<file path="src/rtl/fifo_traffic_engine.sv">
// FIFO traffic engine: writes an incrementing word stream into a FIFO and/or reads
// one back, checking each word, with stall timeout and run statistics.
module fifo_traffic_engine #(
    parameter int DATA_WIDTH     = 8,
    parameter int CNT_WIDTH      = 16,
    parameter int TIMEOUT_CYCLES = 3000
) (
    input  logic                  clk,
    input  logic                  rst,
    input  logic                  start,
    input  logic [1:0]            mode,
    input  logic [CNT_WIDTH-1:0]  count,
    input  logic [DATA_WIDTH-1:0] seed,
    output logic                  fifo_wr,
    output logic [DATA_WIDTH-1:0] fifo_data,
    output logic                  fifo_rd,
    input  logic                  fifo_full,
    input  logic                  fifo_mty,
    input  logic [DATA_WIDTH-1:0] fifo_q,
    output logic                  busy,
    output logic                  done,
    output logic                  timeout,
    output logic [CNT_WIDTH-1:0]  err_cnt,
    output logic [CNT_WIDTH-1:0]  wr_cnt,
    output logic [CNT_WIDTH-1:0]  rd_cnt
);
    localparam int SW = $clog2(TIMEOUT_CYCLES + 1);

    typedef enum logic [1:0] {S_IDLE, S_RUN, S_FLUSH, S_DONE} state_t;

    state_t                r_state, w_next;
    logic [1:0]            r_mode;
    logic [CNT_WIDTH-1:0]  r_wr_rem, r_rd_rem;
    logic [DATA_WIDTH-1:0] r_wr_word, r_chk_word;
    logic                  r_pend;
    logic [SW-1:0]         r_stall;
    logic                  r_timeout;
    logic [CNT_WIDTH-1:0]  r_err_cnt, r_wr_cnt, r_rd_cnt;

    logic w_accept, w_wr_left, w_rd_left, w_stall_hit;
    logic w_wr_go, w_rd_go, w_wr_last, w_rd_last, w_abort;

    assign w_accept    = start && (mode != 2'b00) && (count != '0);
    assign w_wr_left   = r_mode[0] && (r_wr_rem != '0);
    assign w_rd_left   = r_mode[1] && (r_rd_rem != '0);
    assign w_stall_hit = (r_stall == SW'(TIMEOUT_CYCLES));
    assign w_abort     = (r_state == S_RUN) && w_stall_hit;
    assign w_wr_go     = (r_state == S_RUN) && !w_stall_hit && w_wr_left && !fifo_full;
    assign w_rd_go     = (r_state == S_RUN) && !w_stall_hit && w_rd_left && !fifo_mty;
    // A side is finished once it has nothing left after this cycle's transfer.
    assign w_wr_last   = !w_wr_left || (w_wr_go && (r_wr_rem == CNT_WIDTH'(1)));
    assign w_rd_last   = !w_rd_left || (w_rd_go && (r_rd_rem == CNT_WIDTH'(1)));

    assign timeout = r_timeout;
    assign err_cnt = r_err_cnt;
    assign wr_cnt  = r_wr_cnt;
    assign rd_cnt  = r_rd_cnt;

    always_ff @(posedge clk or posedge rst) begin
        if (rst) r_state <= S_IDLE;
        else     r_state <= w_next;
    end

    always_comb begin
        w_next    = r_state;
        fifo_wr   = w_wr_go;
        fifo_rd   = w_rd_go;
        fifo_data = w_wr_go ? r_wr_word : '0;
        busy      = 1'b0;
        done      = 1'b0;
        case (r_state)
            S_IDLE: if (w_accept) w_next = S_RUN;
            S_RUN: begin
                busy = 1'b1;
                if (w_stall_hit)              w_next = S_DONE;
                else if (w_wr_last && w_rd_last) w_next = w_rd_go ? S_FLUSH : S_DONE;
            end
            S_FLUSH: begin
                busy   = 1'b1;
                w_next = S_DONE;
            end
            S_DONE: begin
                done   = 1'b1;
                w_next = S_IDLE;
            end
            default: w_next = S_IDLE;
        endcase
    end

    always_ff @(posedge clk or posedge rst) begin
        if (rst) begin
            r_mode     <= '0;
            r_wr_rem   <= '0;
            r_rd_rem   <= '0;
            r_wr_word  <= '0;
            r_chk_word <= '0;
            r_pend     <= 1'b0;
            r_stall    <= '0;
            r_timeout  <= 1'b0;
            r_err_cnt  <= '0;
            r_wr_cnt   <= '0;
            r_rd_cnt   <= '0;
        end else if ((r_state == S_IDLE) && w_accept) begin
            r_mode     <= mode;
            r_wr_rem   <= count;
            r_rd_rem   <= count;
            r_wr_word  <= seed;
            r_chk_word <= seed;
            r_pend     <= 1'b0;
            r_stall    <= '0;
            r_timeout  <= 1'b0;
            r_err_cnt  <= '0;
            r_wr_cnt   <= '0;
            r_rd_cnt   <= '0;
        end else begin
            if (w_wr_go) begin
                r_wr_rem  <= r_wr_rem - CNT_WIDTH'(1);
                r_wr_word <= r_wr_word + DATA_WIDTH'(1);
                r_wr_cnt  <= r_wr_cnt + CNT_WIDTH'(1);
            end
            if (w_rd_go) r_rd_rem <= r_rd_rem - CNT_WIDTH'(1);
            // fifo_q is valid the cycle after a read was issued.
            r_pend <= w_rd_go;
            if (r_pend) begin
                r_rd_cnt   <= r_rd_cnt + CNT_WIDTH'(1);
                r_chk_word <= r_chk_word + DATA_WIDTH'(1);
                if ((fifo_q != r_chk_word) && (r_err_cnt != '1))
                    r_err_cnt <= r_err_cnt + CNT_WIDTH'(1);
            end
            if (r_state != S_RUN)        r_stall <= '0;
            else if (w_wr_go || w_rd_go) r_stall <= '0;
            else                         r_stall <= r_stall + SW'(1);
            if (w_abort) r_timeout <= 1'b1;
        end
    end
endmodule

</file>
<file path="config.mk">
export PLATFORM = sky130hd
export DESIGN_NAME = fifo_traffic_engine
export DESIGN_NICKNAME = d
export VERILOG_FILES = /design/src/rtl/fifo_traffic_engine.sv
export SDC_FILE = /design/constraint.sdc
export NUM_CORES = 1
export LEC_CHECK = 0
export ABC_AREA = 1
export BUFFER_PORTS_ARGS = -buffer_cell sky130_fd_sc_hd__buf_2
export CAP_MARGIN = 20
export CORE_MARGIN = 3
export CORE_UTILIZATION = 60
export CTS_CLUSTER_SIZE = 12
export DETAILED_ROUTE_END_ITERATION = 8
export PLACE_DENSITY = 0.83
export SLEW_MARGIN = 40
export SYNTH_ARGS = -nofsm -noshare
export SYNTH_HDL_FRONTEND = slang
export SYNTH_SLANG_ARGS = --single-unit
export TNS_END_PERCENT = 50
</file>
<file path="constraint.sdc">
create_clock -name clk -period 5.9 [get_ports clk]
set_input_delay 1.18 -clock clk [delete_from_list [all_inputs] [get_ports clk]]
set_output_delay 1.18 -clock clk [all_outputs]
set_load 0.02 [all_outputs]
</file>
# [Yosys cells after proc, flatten, opt, wreduce, memory -nomap -nowiden]
# Index checks and enable logic that the tools add are counted.
[word_totals] register_bits=114 inputBits=39 output_inout_bits=61 wordCells=96
[classes] n_addsub=8 eq_ne=11 mux=29 n_reduce_logical=36
[op_table] operator="$mux 16" n=11
[op_table] operator="$add 16x1->16 const B" n=3
[op_table] operator="$reduce_bool 16->1" n=3
[op_table] operator="$mux 8" n=5
[op_table] operator="$mux 12" n=3
[op_table] operator="$eq 16x1->1 const B" n=2
[op_table] operator="$sub 16x1->16 const B" n=2
[op_table] operator="$add 8x1->8 const B" n=2
[op_table] operator="$ne 16x16->1 const B" n=1
[op_table] operator="$logic_and 1x1->1" n=15
[op_table] operator="$add 12x1->12 const B" n=1
[op_table] operator="$eq 12x12->1 const B" n=1
[op_table] operator="$reduce_bool 2->1" n=6
[op_table] operator="$ne 8x8->1" n=1
[op_table] operator="$pmux 2 s4" n=1
[op_table] operator="$mux 1" n=6
[op_table] operator="$mux 2" n=3
[op_table] operator="$logic_not 1->1" n=5
[op_table] operator="$eq 2x2->1 const B" n=2
[op_table] operator="$reduce_and 2->1" n=2
[op_table] operator="$logic_or 1x1->1" n=3
[op_table] operator="$ne 3x2->1 const B" n=1
[op_table] operator="$eq 2x1->1 const B" n=1
[op_table] operator="$logic_not 2->1" n=1
[op_table] operator="3 further kinds" n=3

# [Logic depth before layout (Yosys ltp)]
[depth] ltp_word=11 mapped_depth=12 mapped_depth_nobuf=12

# [Worst setup path after synthesis]
# No wires, ideal clock.
[synth_timing] path_type="input to output" start="in fifo_full" end="out fifo_data[0]" t_arrival_ps=1856 required_ps=4720 setup_slack_ps=2864 stages=3 path_buffers=1 path_cell_list="nand3b_2 > buf_2 > nor2_1"
[synth_via] elab_chain_len=3
[synth_rtl] element="from (decl)" line="17" source="input logic fifo_full,"
[synth_rtl] element="$logic_not 1->1" line="48" source="assign w_wr_go = (r_state == S_RUN) && !w_stall_hit && w_wr_left && !fifo_full;"
[synth_rtl] element="$logic_and 1x1->1" line="48"
[synth_rtl] element="$mux 8" line="68" source="fifo_data = w_wr_go ? r_wr_word : '0;"
[synth_rtl] element="to (decl)" line="15" source="output logic [DATA_WIDTH-1:0] fifo_data,"
# No other way between the ends.

# [Worst setup path after layout]
[layout_timing] start="reg r_stall[0]" end="out fifo_data[7]"
[layout_via] elab_chain_len=6
[layout_rtl] element="from (decl)" line="36" source="logic [SW-1:0] r_stall;"
[layout_rtl] element="from (signal assigned)" line="132" source="else r_stall <= r_stall + SW'(1);"
[layout_rtl] element="$eq 12x12->1" line="46" source="assign w_stall_hit = (r_stall == SW'(TIMEOUT_CYCLES));"
[layout_rtl] element="$logic_not 1->1" line="48"
[layout_rtl] element="$logic_and 1x1->1 (3 in a row)" line="48"
[layout_rtl] element="$mux 8" line="68"
# No other way between the ends.

==> results.md <==
- Initial antenna violation count: 0
- Layout Utilization: 73.1%
- Status: complete, no violations
- Synth Flop Type: dfrtp_1
- Number of detailed-route iterations in the first pass: 5
- Register bit total from synthesis: 114
- Average vias per placed instance: 5.47
- Post-CTS Hold Buffers: 0
- CTS Buffer Depth: 2
- Clock Latency Late Sink: 0.42 ns
- DIE HEIGHT: 116 um
- CTS buffer count: 17
- Layout cell share with drive strength beyond 1: 15.3%
- Initial core utilization: 62.7%
- Number of synthesized flops with an enable pin: 0
- Die Wd: 116 um
- Required time of the critical path: 4.72 ns
- Wire length after detailed routing: 18.5 mm
- Worst setup EP type: output port
- # DRC: 0
- Number of core rows: 39
- H-tree levels: 4
- Setup WS pre-CTS: 2.31 ns
- Max Fclk: 290 MHz
- Sequential area share after synthesis: 39.2%
- Final min period: 3.45 ns
- Area growth, synth to finish: 16.6%
- Tot GR Track Use: 27.8%
- Antenna-violating nets left: 0
- Post-CTS Resized: 0
- Worst-path clk slew: 0.05 ns
- Slew Limit Fails: 0
- Lkg Pwr: 4.36 nW
- Core area: 11600 um^2
- Remaining global-route overflow: 0
- Fin area: 8480 um^2
- Final #Nets: 1166
- Peak VDD IR: 0.000293 V
- Synth cell types: 36
- Post-CTS setup buffers: 0
- Post-Synthesis Cells: 1019
- Final Hold Vio Count: 0
- Routed len/inst: 14.6 um
- Worst Setup Slack, final: 2.45 ns
- Final setup violation count: 0
- Hold WS: 0.481 ns
- Mapped Nets: 1072
- Largest net degree at the start of global routing: 73
- Worst Max-Slew Pin Slew: 0.776 ns
- Maxcap violations: 0
- Synth top area cells: dfrtp_1 39%, nand2_1 16%, nor2_1 6.9%
- HPWL Detailed: 12.7 mm
- Period utilisation layout: 58.5%
- CTS tree: built
- First-pass GRT wire length: 29.8 mm
- PD cells: 440 nW/um^2
- Yosys warnings: 0
- IO Pins: 100
- Gpl congestion: 0.925
- Number of buffers added on ports: 99
- DRT iter0 DRCs: 670
- Die footprint: 13500 um^2
- Worst hold-check path type: flop to flop
- Worst Setup Path Type: flop to output port
- Cell taking the most area after synthesis: dfrtp_1
- Setup skew after layout: 0.00884 ns
- CTS sink cnt: 114
- Via count: 6930
- Placement Cell Area: 7830 um^2
- Worst Path Arrival: 2.27 ns
- CTS root buf: clkbuf_16
- Syn avg cell area: 7.14 um^2
- Post-synth ARST share: 100%
- Slew headroom: 48.0%
- CP Max Fanout: 13
- Post-Syn Area: 7280 um^2
- CP Launch Type: flop
- Vias in the first global route: 6220
- RSZ-0062 raised after global routing: false
- ANT cells: 0
- Setup TNS: 0 ns
- Yosys top cell area share: 39.2%
per-layer routing:
layer	track usage [%]	routed length, um	vias up
li1	-	-	3419
met1	38.7	8250	3229
met2	44.2	8810	253
met3	5.23	1160	29
met4	9.13	310	0
met5	0	0	-
stage by stage:
stage / power [W] / instances
final: 0.00373 / 1268
after global routing: 0.00400 / 1268
after CTS: 0.00373 / 1268
after detailed placement: 0.00256 / 1237
after global placement: 0.00253 / 1237
after floorplan: 0.00226 / 1019
sequential cells by signal, summed over array words and instances, names as in the netlist:
signal and count:
err_cnt 16, r_rd_rem 16, r_wr_rem 16, rd_cnt 16
wr_cnt 16, r_stall 12, r_chk_word 8, r_wr_word 8
r_mode 2, r_state 2, r_pend 1, timeout 1
cells in the final DEF, fill, tap and decap left out, types with 17 or more instances in the layout:
master and instances:
xnor2_1 26, nor2_1 134, dfrtp_1 114, nand3_1 90, buf_2 99, o21ai_0 47, inv_1 106, nand2_1 308
xor2_1 36, nand4_1 19, clkbuf_16 17
cells in the mapped netlist (all sizes together), types with 2 or more instances:
master / number
nor3: 17
xor2: 36
buf: 20
nand3b: 12
nand3: 93
o21bai: 3
nand2: 317
ha: 14
inv: 110
o211ai: 6
o21ai: 67
nand4: 19
nor2: 141
clkbuf: 6
or2: 4
a21oi: 4
a31o: 4
dfrtp: 114
xnor2: 26
o21a: 2
final timing paths:
| kind | from | endpoint | slack (ns) | cells after the start |
|---|---|---|---|---|
| setup / recovery | r_stall[0] | fifo_data[7] | 2.45 | 10 |
| hold / removal | r_wr_rem[1] | r_wr_rem[1] | 0.48 | 2 |
| setup reg to reg | r_state[0] | r_rd_rem[15] | 2.98 | 7 |
| hold reg to reg | r_wr_rem[1] | r_wr_rem[1] | 0.48 | 2 |
| max in group asynchronous | rst | err_cnt[1] | 4.01 | 3 |
| min in group asynchronous | rst | r_rd_rem[9] | 0.88 | 2 |
cells by family after synthesis:
kind of cell / count (synthesis) / share of synthesized area [%]
simple gates: 606 / 36.2
buf+inv: 136 / 7.70
flops: 114 / 39.2
compound gates: 87 / 7.02
xor+xnor: 62 / 7.46
fa+ha+maj: 14 / 2.41
report_power, final:
group | internal, W | switching [W] | total (W) | leakage [nW]
logic | 0.000469 | 0.000893 | 0.00136 | 2.53
registers | 0.000989 | 0.000245 | 0.00123 | 1.51
clock network | 0.000777 | 0.000360 | 0.00114 | 0.315
total | 0.00224 | 0.00150 | 0.00373 | 4.36
worst max-delay path, cell delays in order, from the launching register on:
cell and delay (ns):
dfrtp_1 0.39, inv_1 0.06, ha_1 0.19, nand2_1 0.06, nor2_1 0.04, nand3_2 0.10, nand2_1 0.14, inv_1 0.15
nand3b_2 0.31, nor2_1 0.21, buf_2 0.19
layout make-up:
type | instances | area, um^2
multi-input combinational | 769 | 3870
fill | 928 | 3130
sequential | 114 | 2850
timing repair buffer | 101 | 510
clock buffer | 21 | 470
inverter | 110 | 418
clock inverter | 10 | 180
tap | 143 | 179
(Power assumes the default switching activity.)
